--- src/rtl/csr_file.sv ---
// csr_file: machine-mode CSR storage with atomic read-modify-write, 64-bit cycle/instret counters
// Ports: clk/reset (async, active-high); req_valid/req_ready handshake carrying read_enable,
// write_enable, write_func (01 RW, 10 RS, 11 RC), input_select (0 rs1_value, 1 uimm), csr_addr;
// resp_valid/resp_ready handshake returning resp_rdata (old value) and resp_illegal;
// instr_retire bumps minstret.
module csr_file #(
  parameter logic [31:0] HART_ID    = 32'd0,
  parameter logic [31:0] MISA_VALUE = 32'h4000_0100
) (
  input  logic        clk,
  input  logic        reset,
  input  logic        req_valid,
  output logic        req_ready,
  input  logic        read_enable,
  input  logic        write_enable,
  input  logic [1:0]  write_func,
  input  logic        input_select,
  input  logic [11:0] csr_addr,
  input  logic [31:0] rs1_value,
  input  logic [4:0]  uimm,
  output logic        resp_valid,
  input  logic        resp_ready,
  output logic [31:0] resp_rdata,
  output logic        resp_illegal,
  input  logic        instr_retire
);
  logic [31:0] r_mstatus, r_mtvec, r_mscratch, r_mepc, r_mcause;
  logic [63:0] r_mcycle, r_minstret;
  logic        r_resp_valid, r_resp_illegal;
  logic [31:0] r_resp_rdata;
  logic        w_sup, w_accept, w_illegal, w_wr;
  logic [31:0] w_old, w_op, w_new;
  logic        w_wr_cl, w_wr_ch, w_wr_il, w_wr_ih;
  logic [63:0] w_cyc_inc, w_ins_inc, w_mcycle_n, w_minstret_n;
  assign req_ready    = !r_resp_valid | resp_ready;
  assign resp_valid   = r_resp_valid;
  assign resp_rdata   = r_resp_rdata;
  assign resp_illegal = r_resp_illegal;
  assign w_accept     = req_valid & req_ready;
  always_comb begin
    w_sup = 1'b1;
    w_old = 32'd0;
    case (csr_addr)
      12'h300: w_old = r_mstatus;
      12'h301: w_old = MISA_VALUE;
      12'h305: w_old = r_mtvec;
      12'h340: w_old = r_mscratch;
      12'h341: w_old = r_mepc;
      12'h342: w_old = r_mcause;
      12'hB00: w_old = r_mcycle[31:0];
      12'hB02: w_old = r_minstret[31:0];
      12'hB80: w_old = r_mcycle[63:32];
      12'hB82: w_old = r_minstret[63:32];
      12'hF14: w_old = HART_ID;
      default: w_sup = 1'b0;
    endcase
  end
  assign w_illegal = ((read_enable | write_enable) & !w_sup) | (write_enable & (csr_addr[11:10] == 2'b11));
  assign w_wr      = w_accept & write_enable & (write_func != 2'b00) & !w_illegal;
  assign w_op      = input_select ? {27'd0, uimm} : rs1_value;
  assign w_new     = write_func == 2'b01 ? w_op : write_func == 2'b10 ? (w_old | w_op) : (w_old & ~w_op);
  assign w_wr_cl   = w_wr & (csr_addr == 12'hB00);
  assign w_wr_ch   = w_wr & (csr_addr == 12'hB80);
  assign w_wr_il   = w_wr & (csr_addr == 12'hB02);
  assign w_wr_ih   = w_wr & (csr_addr == 12'hB82);
  assign w_cyc_inc = r_mcycle + 64'd1;
  assign w_ins_inc = r_minstret + {63'd0, instr_retire};
  // A written half replaces the increment and freezes the other half, which also kills the low->high carry
  assign w_mcycle_n = {w_wr_ch ? w_new : w_wr_cl ? r_mcycle[63:32] : w_cyc_inc[63:32],
                       w_wr_cl ? w_new : w_wr_ch ? r_mcycle[31:0]  : w_cyc_inc[31:0]};
  assign w_minstret_n = {w_wr_ih ? w_new : w_wr_il ? r_minstret[63:32] : w_ins_inc[63:32],
                         w_wr_il ? w_new : w_wr_ih ? r_minstret[31:0]  : w_ins_inc[31:0]};
  always_ff @(posedge clk or posedge reset) begin
    if (reset) begin
      r_mstatus      <= 32'd0;
      r_mtvec        <= 32'd0;
      r_mscratch     <= 32'd0;
      r_mepc         <= 32'd0;
      r_mcause       <= 32'd0;
      r_mcycle       <= 64'd0;
      r_minstret     <= 64'd0;
      r_resp_valid   <= 1'b0;
      r_resp_rdata   <= 32'd0;
      r_resp_illegal <= 1'b0;
    end else begin
      r_mcycle   <= w_mcycle_n;
      r_minstret <= w_minstret_n;
      if (w_wr && csr_addr == 12'h300) r_mstatus  <= w_new & 32'h0000_0088;
      if (w_wr && csr_addr == 12'h305) r_mtvec    <= w_new & ~32'd3;
      if (w_wr && csr_addr == 12'h340) r_mscratch <= w_new;
      if (w_wr && csr_addr == 12'h341) r_mepc     <= w_new & ~32'd3;
      if (w_wr && csr_addr == 12'h342) r_mcause   <= w_new;
      if (w_accept) begin
        r_resp_valid   <= 1'b1;
        r_resp_rdata   <= (read_enable & !w_illegal) ? w_old : 32'd0;
        r_resp_illegal <= w_illegal;
      end else if (resp_ready) begin
        r_resp_valid <= 1'b0;
      end
    end
  end
endmodule

--- config.mk ---
export PLATFORM = sky130hd
export DESIGN_NAME = csr_file
export DESIGN_NICKNAME = d
export VERILOG_FILES = /design/src/rtl/csr_file.sv
export SDC_FILE = /design/constraint.sdc
export NUM_CORES = 1
export LEC_CHECK = 0
export CORE_ASPECT_RATIO = 1.4
export CORE_MARGIN = 4
export CORE_UTILIZATION = 39
export CTS_CLUSTER_SIZE = 8
export DETAILED_ROUTE_END_ITERATION = 8
export GPL_ROUTABILITY_DRIVEN = 0
export HOLD_SLACK_MARGIN = 0.06
export PLACE_DENSITY_LB_ADDON = 0.3
export SKIP_CTS_REPAIR_TIMING = 1
export SYNTH_ARGS = -nofsm -noshare
export SYNTH_HDL_FRONTEND = slang
export SYNTH_SLANG_ARGS = --single-unit
--- constraint.sdc ---
create_clock -name clk -period 20.4 [get_ports clk]
set_input_delay 6.12 -clock clk [delete_from_list [all_inputs] [get_ports clk]]
set_output_delay 6.12 -clock clk [all_outputs]
set_load 0.02 [all_outputs]
### Yosys cells after proc, flatten, opt, wreduce, memory -nomap -nowiden

Index checks and enable logic that the tools add are counted.

| cells by class | value |
|---|---|
| div/mod/pow operators | 0 |
| multiply operators | 0 |
| equal/unequal tests | 18 |
| mux-type cells | 16 |
| $lt $le $gt $ge | 0 |
| shifts and indexed selects | 0 |
| add/subtract/negate cells | 2 |
| reduce and logical (&&, ||, !) cells | 11 |
| bitwise gates (word level) | 17 |

Operators by type and width:

| operator | number |
|---|---|
| $mux 32 | 12 |
| $pmux 32 s10 | 1 |
| $eq 12x10->1 const B | 6 |
| $add 64x1->64 | 1 |
| $add 64x1->64 const B | 1 |
| $eq 12x12->1 const B | 5 |
| $and 32x32->32 | 1 |
| $not 32->32 | 1 |
| $or 32x32->32 | 1 |
| $and 1x1->1 | 11 |
| $reduce_or 11->1 | 1 |
| $logic_and 1x1->1 | 5 |
| $eq 2x2->1 const B | 2 |
| $ne 2x1->1 const B | 2 |
| $ne 2x2->1 const B | 2 |
| $reduce_bool 2->1 | 2 |
| $logic_not 1->1 | 3 |
| $mux 1 | 3 |
| $or 1x1->1 | 3 |
| $eq 2x1->1 const B | 1 |

| storage, ports and cells | value |
|---|---|
| input port bits | 59 |
| logic and storage cells | 76 |
| memories kept | 0 |
| memory bits (read-only) | 0 |
| output and inout bits | 35 |
| latch bits | 0 |
| register bits | 288 |
| bits in writable memories | 0 |

### Depth between registers and ports, before layout

| depth | value |
|---|---|
| word-level depth | 11 |
| gate-level depth with buffers | 11 |
| depth with buffers taken out | 8 |

### Worst setup path before layout

OpenSTA, ideal clock, no wires.

| timing | value |
|---|---|
| kind | input-to-output |
| start | in resp_ready |
| end | out req_ready |
| data arrival time | 6.394 ns |
| data required time | 14.280 ns |
| setup slack | 7.886 ns |
| cell stages on the path | 1 |
| path through | nand2b_1 |

| on the way | value |
|---|---|
| longest elaborated chain between the ends | 1 |

RTL lines:

| element | RTL line | RTL |
|---|---|---|
| from (decl) | 22 | `input logic resp_ready,` |
| $or 1x1->1 | 35 | `assign req_ready = !r_resp_valid \| resp_ready;` |
| to (decl) | 13 | `output logic req_ready,` |

No other way between the ends.

### Worst setup path after layout

Ends and elaborated chain as after synthesis.

==> metrics.yaml <==
grt_pass1_wl_um: 103000
netlist_instances: 1936
design_area_um2: 19400
crit_fanout: 6
coreArea_um2: 43000
r2r_cells: 6
clock-sinks: 288
grt_max_degree: 99
synth_area_leader_cell: "dfrtp_1"
power_leakage_uw: 0.00751
synth-async-reset-ratio: 1.00
r2r-start: "r_mcycle[4]"
status: "complete, no violations"
initial_core_util: 0.393
nets: 2033
clock_latency_ps: 550
grt_usage: 0.289
clk_pin_slew_ps: 50
total_power_uw: 1360
post_drt_wl_per_cell_um: 27.6
synthAdderAreaFrac: 0.00222
synth_top_family_by_area: "compound AO/OA/AOI/OAI gates"
rsz0062_at_grt: "false"
synth_area_um2: 16900
dp_slack_ps: 6860
htree_levels: 2
die_w_um: 184
die_area_um2: 46800
synth.area.top_cells: "dfrtp_1 (43%), o21ai_0 (6.0%), nand2_1 (5.7%), mux2i_1 (3.5%), a21oi_1 (2.9%)"
cap_violations: 0
cts_tree: "yes"
grt_pass1_vias: 16400
dp.cells: 2480
skew_ps: 24.5
period_share: 0.664
rows: 90
grt_overflow: 0
hp-class: "reg2reg"
whs_endpoint: "resp_rdata[24]"
die_h_um: 254
syn-num-nets: 1998
hold_path_depth: 2
clock_path_buffers: 3
start_kind: "input port"
fmax_mhz: 73.9
relSlewSlack: 0.162
fin_cells: 2524
finalSetupViolations: 0
drv_slew: 0
synthFlopType: "dfrtp_1"
power_density_nw_per_um2: 70.4
dpl.hpwl_um: 47600
numPortBuffers: 93
boundaryPins: 94
finalHoldViolations: 0
ctsRootBufferMaster: "clkbuf_16"
critical_path_arrival_ps: 7420
timing.rr.end: "r_mcycle[55]"
drtIter0Drc: 2006
totalWireLength_um: 69600
avgSynthCellArea_um2: 8.74
timing.final.ws_setup_ps: 6860
postRouteAntennaNets: 0
synth_xor_area_frac: 0.00725
ys_warn_count: 0
area_delta_synth_final_pct: 14.5
routed_via_density: 6.75
dr.pass1.iters: 7
dpl-instance-area_um2: 18300
critPathCaptureType: "primary output"
synth_seq_area_share: 0.426
synth-compound-area-share: 0.251
synth_edf_count: 0
synth_top_cell_area_share: 0.426
peakVddDrop_uv: 62.5
n_fill_cell: 4161
yosys_register_bits: 288
antenna_found_initial: 0
crit_type: "in2out"
final.setup.tns_ps: 0
synth-simple-area-share: 0.229
cts_inserted_buffers: 41
diodes: 0
yosysUniqueCellTypes: 89
num_vias: 17000
crit_required_ps: 14280
hp-start: "resp_rdata[24]"
tightestPinTransition_ps: 1250
reg2reg_slack_ps: 16880
drive_above_1_share: 0.0710
post-route-drc-count: 0
min_period_ps: 13540
synthMuxAreaShare: 0.0408
-- Yosys cell counts, types with 27 or more instances --
cell type,instances
nor3_1,49
a21oi_1,98
nand2_1,257
buf_2,35
clkbuf_1,90
mux2i_1,60
nand3_1,80
dfrtp_1,288
a31oi_1,35
nor4_1,30
o21ai_0,203
nand4_1,47
o211ai_1,46
and3_1,34
inv_1,27
nor2_1,105
-- final cells by class --
| cell class | instances | area [um2] | share of cell area |
|---|---|---|---|
| multi-input cells | 1479 | 9060 | 0.468 |
| flip-flops and latches | 288 | 7210 | 0.372 |
| clock inverters | 1 | 8.76 | 0.000452 |
| clock buffers | 43 | 1080 | 0.0555 |
| inverters | 27 | 109 | 0.00562 |
| repair buffers | 134 | 1220 | 0.0631 |
| well taps | 552 | 691 | 0.0356 |
-- placed cells by master, fill, tap and decap left out, drive strengths merged, types with 9 or more instances in the layout --
cell type / count
dfrtp: 288
nand2: 257
o21ai: 220
nor2: 106
a21oi: 99
clkdlybuf4s50: 90
nand3: 80
mux2i: 60
nor3: 56
nand4: 47
o211ai: 46
buf: 44
clkbuf: 43
a31oi: 35
and3: 35
nor4: 33
inv: 28
a22oi: 26
a22o: 23
o221ai: 23
o31a: 20
nor2b: 19
and2: 19
nand2b: 18
o2bb2ai: 18
and4: 18
or3: 16
o22ai: 14
or4: 13
a211oi: 12
o21a: 9
a32o: 9
-- where the power goes --
part | switching, uW | internal (uW)
Combinational | 83.2 | 40.5
Clock | 251 | 367
Sequential | 34.2 | 589
-- worst max path at each step --
stage / from / end
after floorplan: reset / r_mcause[0]
after global placement: resp_ready / req_ready
after detailed placement: resp_ready / req_ready
after CTS: resp_ready / req_ready
after global routing: resp_ready / req_ready
final: resp_ready / req_ready
-- registers in the layout (all words and copies together) (netlist names) --
signal,flops
r_mcycle,64
r_mtvec,30
r_mscratch,32
resp_valid,1
r_mcause,32
r_minstret,64
resp_illegal,1
r_mepc,30
r_mstatus,2
resp_rdata,32
-- worst max-delay path: stages --
cell,delay [ps]
clkdlybuf4s50_1,460
nand2b_1,200
clkdlybuf4s50_1,640
-- per-stage QoR --
| step | util | hold slack, ps |
|---|---|---|
| after floorplan | - | 441 |
| after global placement | 0.425 | 457 |
| after detailed placement | 0.425 | 457 |
| after CTS | 0.451 | 469 |
| after global routing | 0.451 | 482 |
| final | 0.451 | 463 |
-- cells by family after synthesis --
family | after synthesis
AND/OR/NAND/NOR | 749
AO/OA/AOI/OAI | 645
flip-flops | 288
buffers and inverters | 169
multiplexers | 68
XOR/XNOR | 14
adder cells (fa/ha/maj) | 3
-- per-layer routing --
metal / wire length, um / global-route usage / share of wire / vias to the layer above
met4: 6070 / 0.212 / 0.087 / 0
met5: 0 / 0 / 0 / -
met2: 31700 / 0.458 / 0.46 / 1091
li1: - / - / - / 7361
met1: 25000 / 0.342 / 0.36 / 8248
met3: 6890 / 0.0682 / 0.099 / 341
(Power assumes the default switching activity.)
